File: src/rtl/led_pattern_sched.sv
// LED pattern scheduler: cycles LEFT -> RIGHT -> FILL -> BLINK -> LEFT on a
// prescaled step strobe, with a jump request, a freeze input and step/loop pulses.
module led_pattern_sched #(
    parameter int unsigned DIV     = 25000000,
    parameter int unsigned BLINK_N = 4
) (
    input  logic       CLK,
    input  logic       rs,
    input  logic       hold,
    input  logic       sel_req,
    input  logic [1:0] sel_mode,
    output logic [7:0] led,
    output logic [1:0] mode,
    output logic       tick,
    output logic       cycle_done
);

    typedef enum logic [1:0] {
        ST_LEFT  = 2'd0,
        ST_RIGHT = 2'd1,
        ST_FILL  = 2'd2,
        ST_BLINK = 2'd3
    } state_t;

    localparam logic [31:0] PCNT_LAST  = 32'(DIV - 1);
    localparam logic [7:0]  BLINK_LAST = 8'(2 * BLINK_N - 1);

    state_t      r_state, w_state_nxt;
    logic [7:0]  r_led,   w_led_nxt;
    logic [7:0]  r_bcnt,  w_bcnt_nxt;
    logic [31:0] r_pcnt,  w_pcnt_nxt;
    logic        r_tick,  w_tick_nxt;
    logic        r_done,  w_done_nxt;
    logic        w_step;

    // Value shown on led when a mode is entered
    function automatic logic [7:0] entry_led(input state_t s);
        case (s)
            ST_LEFT:  entry_led = 8'h01;
            ST_RIGHT: entry_led = 8'h80;
            default:  entry_led = 8'h00;
        endcase
    endfunction

    // Step strobe: prescaler at terminal count and not frozen
    always_comb begin
        w_step = (r_pcnt == PCNT_LAST) && !hold;
    end

    // State, pattern and prescaler registers
    always_ff @(posedge CLK or negedge rs) begin
        if (!rs) begin
            r_state <= ST_LEFT;
            r_led   <= 8'h01;
            r_bcnt  <= '0;
            r_pcnt  <= '0;
            r_tick  <= 1'b0;
            r_done  <= 1'b0;
        end else begin
            r_state <= w_state_nxt;
            r_led   <= w_led_nxt;
            r_bcnt  <= w_bcnt_nxt;
            r_pcnt  <= w_pcnt_nxt;
            r_tick  <= w_tick_nxt;
            r_done  <= w_done_nxt;
        end
    end

    // Next-state logic; a jump request overrides a coincident step
    always_comb begin
        w_state_nxt = r_state;
        w_led_nxt   = r_led;
        w_bcnt_nxt  = r_bcnt;
        w_pcnt_nxt  = r_pcnt;
        w_tick_nxt  = w_step;
        w_done_nxt  = 1'b0;

        if (!hold) begin
            w_pcnt_nxt = w_step ? '0 : r_pcnt + 32'd1;
        end

        if (sel_req) begin
            w_state_nxt = state_t'(sel_mode);
            w_led_nxt   = entry_led(state_t'(sel_mode));
            w_bcnt_nxt  = '0;
            w_pcnt_nxt  = '0;
            w_tick_nxt  = 1'b0;
        end else if (w_step) begin
            case (r_state)
                ST_LEFT: begin
                    if (r_led == 8'h80) begin
                        w_state_nxt = ST_RIGHT;
                        w_led_nxt   = entry_led(ST_RIGHT);
                    end else begin
                        w_led_nxt = r_led << 1;
                    end
                end
                ST_RIGHT: begin
                    if (r_led == 8'h01) begin
                        w_state_nxt = ST_FILL;
                        w_led_nxt   = entry_led(ST_FILL);
                    end else begin
                        w_led_nxt = r_led >> 1;
                    end
                end
                ST_FILL: begin
                    if (r_led == 8'hFF) begin
                        w_state_nxt = ST_BLINK;
                        w_led_nxt   = entry_led(ST_BLINK);
                        w_bcnt_nxt  = '0;
                    end else begin
                        w_led_nxt = {r_led[6:0], 1'b1};
                    end
                end
                default: begin
                    if (r_bcnt == BLINK_LAST) begin
                        w_state_nxt = ST_LEFT;
                        w_led_nxt   = entry_led(ST_LEFT);
                        w_bcnt_nxt  = '0;
                        w_done_nxt  = 1'b1;
                    end else begin
                        w_led_nxt  = ~r_led;
                        w_bcnt_nxt = r_bcnt + 8'd1;
                    end
                end
            endcase
        end
    end

    assign led        = r_led;
    assign mode       = r_state;
    assign tick       = r_tick;
    assign cycle_done = r_done;

endmodule

File: config.mk
export PLATFORM = sky130hd
export DESIGN_NAME = led_pattern_sched
export DESIGN_NICKNAME = d
export VERILOG_FILES = /design/src/rtl/led_pattern_sched.sv
export SDC_FILE = /design/constraint.sdc
export NUM_CORES = 1
export LEC_CHECK = 0
export CORE_ASPECT_RATIO = 0.8
export CORE_MARGIN = 2
export CORE_UTILIZATION = 53
export DETAILED_ROUTE_END_ITERATION = 8
export PLACE_DENSITY = 0.75
export SYNTH_ARGS = -nofsm -noshare
export SYNTH_HDL_FRONTEND = slang
export SYNTH_SLANG_ARGS = --single-unit
File: constraint.sdc
create_clock -name CLK -period 1.9 [get_ports CLK]
set_input_delay 0.38 -clock CLK [delete_from_list [all_inputs] [get_ports CLK]]
set_output_delay 0.38 -clock CLK [all_outputs]
set_load 0.01 [all_outputs]
After elaboration in Yosys (flattened, before gate mapping)
Index checks and enable logic that the tools add are counted.
- bits in registers: 52
- output and inout bits: 12
- word-level logic and storage cells: 60
- add/subtract/negate cells: 2
- equality and inequality tests: 13
- mux-type cells: 28
- bitwise logic cells: 1
- reductions and logical operators: 10
- operators by type and width (operator ; count):
    $mux W32 ; 3
    $mux W8 ; 9
    $add A32 B1 Y32 const B ; 1
    $eq A32 B25 Y1 const B ; 1
    $pmux W8 S2 ; 2
    $pmux W8 S3 ; 1
    $eq A8 B8 Y1 const B ; 2
    $mux W2 ; 6
    $ne A3 B3 Y1 const B ; 3
    $add A8 B1 Y8 const B ; 1
    $eq A8 B1 Y1 const B ; 1
    $eq A8 B3 Y1 const B ; 1
    $not A8 Y8 ; 1
    $mux W7 ; 1
    $pmux W2 S3 ; 1
    $mux W1 ; 5
    $reduce_and A5 Y1 ; 1
    $reduce_bool A5 Y1 ; 1
    $eq A2 B1 Y1 const B ; 2
    $logic_not A2 Y1 ; 2
    $ne A2 B1 Y1 const B ; 2
    $reduce_and A3 Y1 ; 1
    $reduce_or A3 Y1 ; 1
    $eq A2 B2 Y1 const B ; 1
    4 further kinds ; 4

Depth between registers and ports, before layout
- word-level depth: 5
- gate-level depth with buffers: 9

Worst setup path before layout
No wires, ideal clock.
- path kind: register to register
- from: reg r_pcnt[7]
- to: reg r_state[0], in the netlist mode[0]
- arrival: 1.724 ns
- setup slack: 0.041 ns
- cell stages (with the launch flop): 8
- buffers on the path: 1
- clock period less this slack: 1.859 ns
- path through: dfrtp_1 > nor4_1 > nand4_1 > nor3_2 > buf_4 > nand4_1 > xnor2_1 > o21ai_0
- word-level cells in the longest chain between the ends: 4
- ends and longest elaborated chain (item ; RTL line ; RTL):
    from (decl) ; 31 ; logic [31:0] r_pcnt, w_pcnt_nxt;
    from (signal assigned) ; 63 ; r_pcnt <= w_pcnt_nxt;
    $eq A32 B25 Y1 ; 47 ; w_step = (r_pcnt == PCNT_LAST) && !hold;
    $logic_and A1 B1 Y1 ; 47 ;
    $reduce_bool A2 Y1 (no source line) ; - ;
    $reduce_and A5 Y1 (no source line) ; - ;
    to (signal assigned) ; 60 ; r_state <= w_state_nxt;
    to (decl) ; 28 ; state_t r_state, w_state_nxt;
No other way between the ends.
A chain may end at the register's enable or synchronous reset.

Worst setup path in the final report
- from: reg r_pcnt[30]
- to: reg r_pcnt[9]
- word-level cells in the longest chain between the ends: 5
- ends and longest elaborated chain (item ; RTL line ; RTL):
    $eq A32 B25 Y1 ; 47 ;
    $logic_and A1 B1 Y1 ; 47 ;
    $mux W32 ; 79 ; w_pcnt_nxt = w_step ? '0 : r_pcnt + 32'd1;
    $mux W32 ; 78 ; if (!hold) begin
    $mux W32 ; 82 ; if (sel_req) begin
No other way between the ends. The select of a mux whose other input is x is not followed.

==> qor.csv <==
stage;metric;value;unit
floorplanning;io_pins;18;
timing;post-route-period-util;106;%
route;wl;8350;um
timing;slew_viol_final;0;
route;drt-pass1-iter-count;5;
logic_synthesis;async_reset_ff_share;100;%
placement;gp_congestion;0.901;
run_status;failed_checks;negative setup slack;
final_layout;drive_gt1_share;33.8;%
final_layout;fin_util;76.3;%
final_layout;fin_nets;422;
final_layout;fin_cells;476;
global_route;overflow;0;
worst_setup_path;cp.required;2.10;ns
global_route;track_usage;26.0;%
timing;period_minus_slack;2.01;ns
pwr;p_per_area;508;nW/um^2
final_layout;syn_to_final_growth;40.2;%
route;drt-vias-per-instance;5.93;
cts;clk_latency;0.31;ns
logic_synthesis;yosysMostFrequentCell;nor2_1;
floorplanning;dieHeight;70.6;um
worst_setup_path;path_delay_family;buffers and inverters;
logic_synthesis;syn_area;2940;um^2
final_layout;num_antenna_cells;0;
cts;cts_max_path_buffers;2;
logic_synthesis;ys_seq_elements;52;
logic_synthesis;yosys.cell_types.count;45;
cts;ctsHoldBuffers;0;
worst_setup_path;critical_path_buf_inv_count;5;
timing;finalClockSkew;0.00987;ns
timing;slew_headroom;75.2;%
timing;worst_slew_pin_slew;0.369;ns
timing;fin_tns_setup;-1.91;ns
floorplanning;die_width;87.3;um
worst_setup_path;worstSetupEndpointType;register;
logic_synthesis;synth.top_cell.area_share;43.4;%
worst_setup_path;critPathKind;register to register;
worst_setup_path;crit_arrival;2.21;ns
run_status;outcome;complete, but fails checks;
placement;io_buffers;17;
worst_setup_path;cp-start-kind;register;
worst_setup_path;critical_path.slowest_cell;dfrtp_1;
worst_setup_path;crit_fanout;5;
route;drc;0;
global_route;grt_pass1_vias;2698;
pwr;vdd_drop_max;0.298;mV
logic_synthesis;yosysTopAreaCell;dfrtp_1;
floorplanning;start_util;54.4;%
timing;max_freq;498;MHz
route;first_iter_violations;240;
global_route;grt_max_degree;53;
cts;cts_tree;yes;
cts;clk_pin_slew;0.09;ns
worst_setup_path;slowest_delay;0.40;ns
placement;dp_hpwl;5250;um
timing;finalSetupViolCount;23;
cts;htree_levels;2;
logic_synthesis;synth_enable_flop_cells;0;
timing;rsz0062_at_grt;true;
run;maxCapViolations;0;
logic_synthesis;syn_area_per_cell;8.99;um^2
logic_synthesis;yosys-top-cells-count;nor2_1, dfrtp_1, nand2_1;
floorplanning;dieArea;6160;um^2
cts;cts_root_buffer;clkbuf_8;
logic_synthesis;synth_flop_cell;dfrtp_1;
global_route;antenna_found_initial;0;
placement;place_inst;455;
logic_synthesis;syn_inst;327;
logic_synthesis;syn-num-nets;339;
global_route;grt_pass1_wl;12700;um
timing;setup_slack;-0.110;ns
route;wire_per_inst;17.5;um
logic_synthesis;synth.area.top_cells;dfrtp_1, nor2_1, xor2_1, nand2_1, xnor2_1;
floorplanning;rows;24;
worst_setup_path;critical_path.most_common_cell;buf_4;
route;dr_total_vias;2822;
min_path;hp-class;input pin to asynchronous set/reset pin;
route;ant_nets;0;
logic_synthesis;yosysSeqAreaShare;44.3;%
cts;cts.sinks;52;
floorplanning;core_area;5410;um^2
logic_synthesis;yosys_warnings;0;
pwr;p_leak;1.79;nW
cts;cts_inserted_buffers;5;
timing;finalHoldViolations;0;
worst_setup_path;crit_chain;nor4_2 > buf_4 > nand4_1 > buf_4 > o31ai_4 > buf_4 > buf_8 > buf_8 > nor2_2;
sequential cells by signal (all words and copies together), names as in the netlist:
register,cells
led,8
tick,1
r_pcnt,32
r_bcnt,8
cycle_done,1
mode,2
power by group:
group          total [mW]  switching [mW]  internal (mW)  leakage (nW)
logic               0.314           0.175          0.139          1.03
registers            1.13         0.00878           1.12         0.715
clock network       0.655           0.357          0.298        0.0455
worst paths after layout:
check / to / slack, ns / start / cells past startpoint
max in group asynchronous: led[0]$_DFFE_PN1P_ / 1.56 / rs / 2
max: r_pcnt[9]$_DFFE_PN0P_ / -0.11 / r_pcnt[30]$_DFFE_PN0P_ / 9
min in group CLK: r_bcnt[0]$_DFFE_PN0P_ / 0.52 / r_bcnt[0]$_DFFE_PN0P_ / 1
min: tick$_DFF_PN0_ / 0.05 / rs / 2
min reg2reg: r_bcnt[0]$_DFFE_PN0P_ / 0.52 / r_bcnt[0]$_DFFE_PN0P_ / 1
max reg2reg: r_pcnt[9]$_DFFE_PN0P_ / -0.11 / r_pcnt[30]$_DFFE_PN0P_ / 9
layout make-up:
| cell class | instances | area [um^2] |
|---|---|---|
| multi-input combinational | 257 | 1810 |
| clock buffer | 8 | 90.1 |
| fill | 377 | 1280 |
| sequential | 52 | 1300 |
| timing repair buffer | 89 | 815 |
| inverter | 5 | 18.8 |
| tap | 65 | 81.3 |
per-stage QoR:
stage                     worst slack, ns  power (mW)  cell area, um^2  hold WS [ns]
final                              -0.110        2.10             4120        0.0457
after detailed placement           -0.442        1.39             3600         0.399
after CTS                         -0.0492        2.05             3810        0.0626
after global routing               -0.195        2.17             4120        0.0644
after floorplan                    0.0410        1.27             2940        0.0844
after global placement             -0.263        1.38             3600         0.393
what timing repair did:
| item | in CTS | in global routing |
|---|---|---|
| setup endpoints to repair | 45 | 50 |
| setup buffers | 4 | 6 |
| cloned | 1 | 2 |
| pin swaps | 11 | 20 |
| resized for setup | 23 | 61 |
| endpoints found under the hold margin | 0 | 0 |
layout by cell type, fill, tap and decap left out, drive strengths merged, types with 12 or more instances in the layout:
| master | count |
|---|---|
| and3 | 13 |
| buf | 71 |
| clkdlybuf4s50 | 14 |
| dfrtp | 51 |
| nand2 | 31 |
| nand3 | 17 |
| nand4 | 12 |
| nor2 | 58 |
| o21ai | 16 |
| xor2 | 19 |
logic make-up after synthesis:
logic type,Yosys count,synth area share (%)
XOR/XNOR,30,8.94
buffers and inverters,18,2.68
multiplexers,3,1.02
AO/OA/AOI/OAI,46,10.2
flip-flops,52,44.3
AND/OR/NAND/NOR,172,30.3
adder cells (fa/ha/maj),6,2.55
per-layer routing:
| metal | up-vias | part of all wire [%] | global-route usage [%] |
|---|---|---|---|
| li1 | 1324 | - | - |
| met1 | 1382 | 43 | 37.2 |
| met2 | 99 | 50 | 40.2 |
| met3 | 17 | 5.1 | 4.55 |
| met4 | 0 | 1.9 | 8.72 |
| met5 | - | 0 | 0 |
No activity file was read; power rests on OpenSTA's default activity.
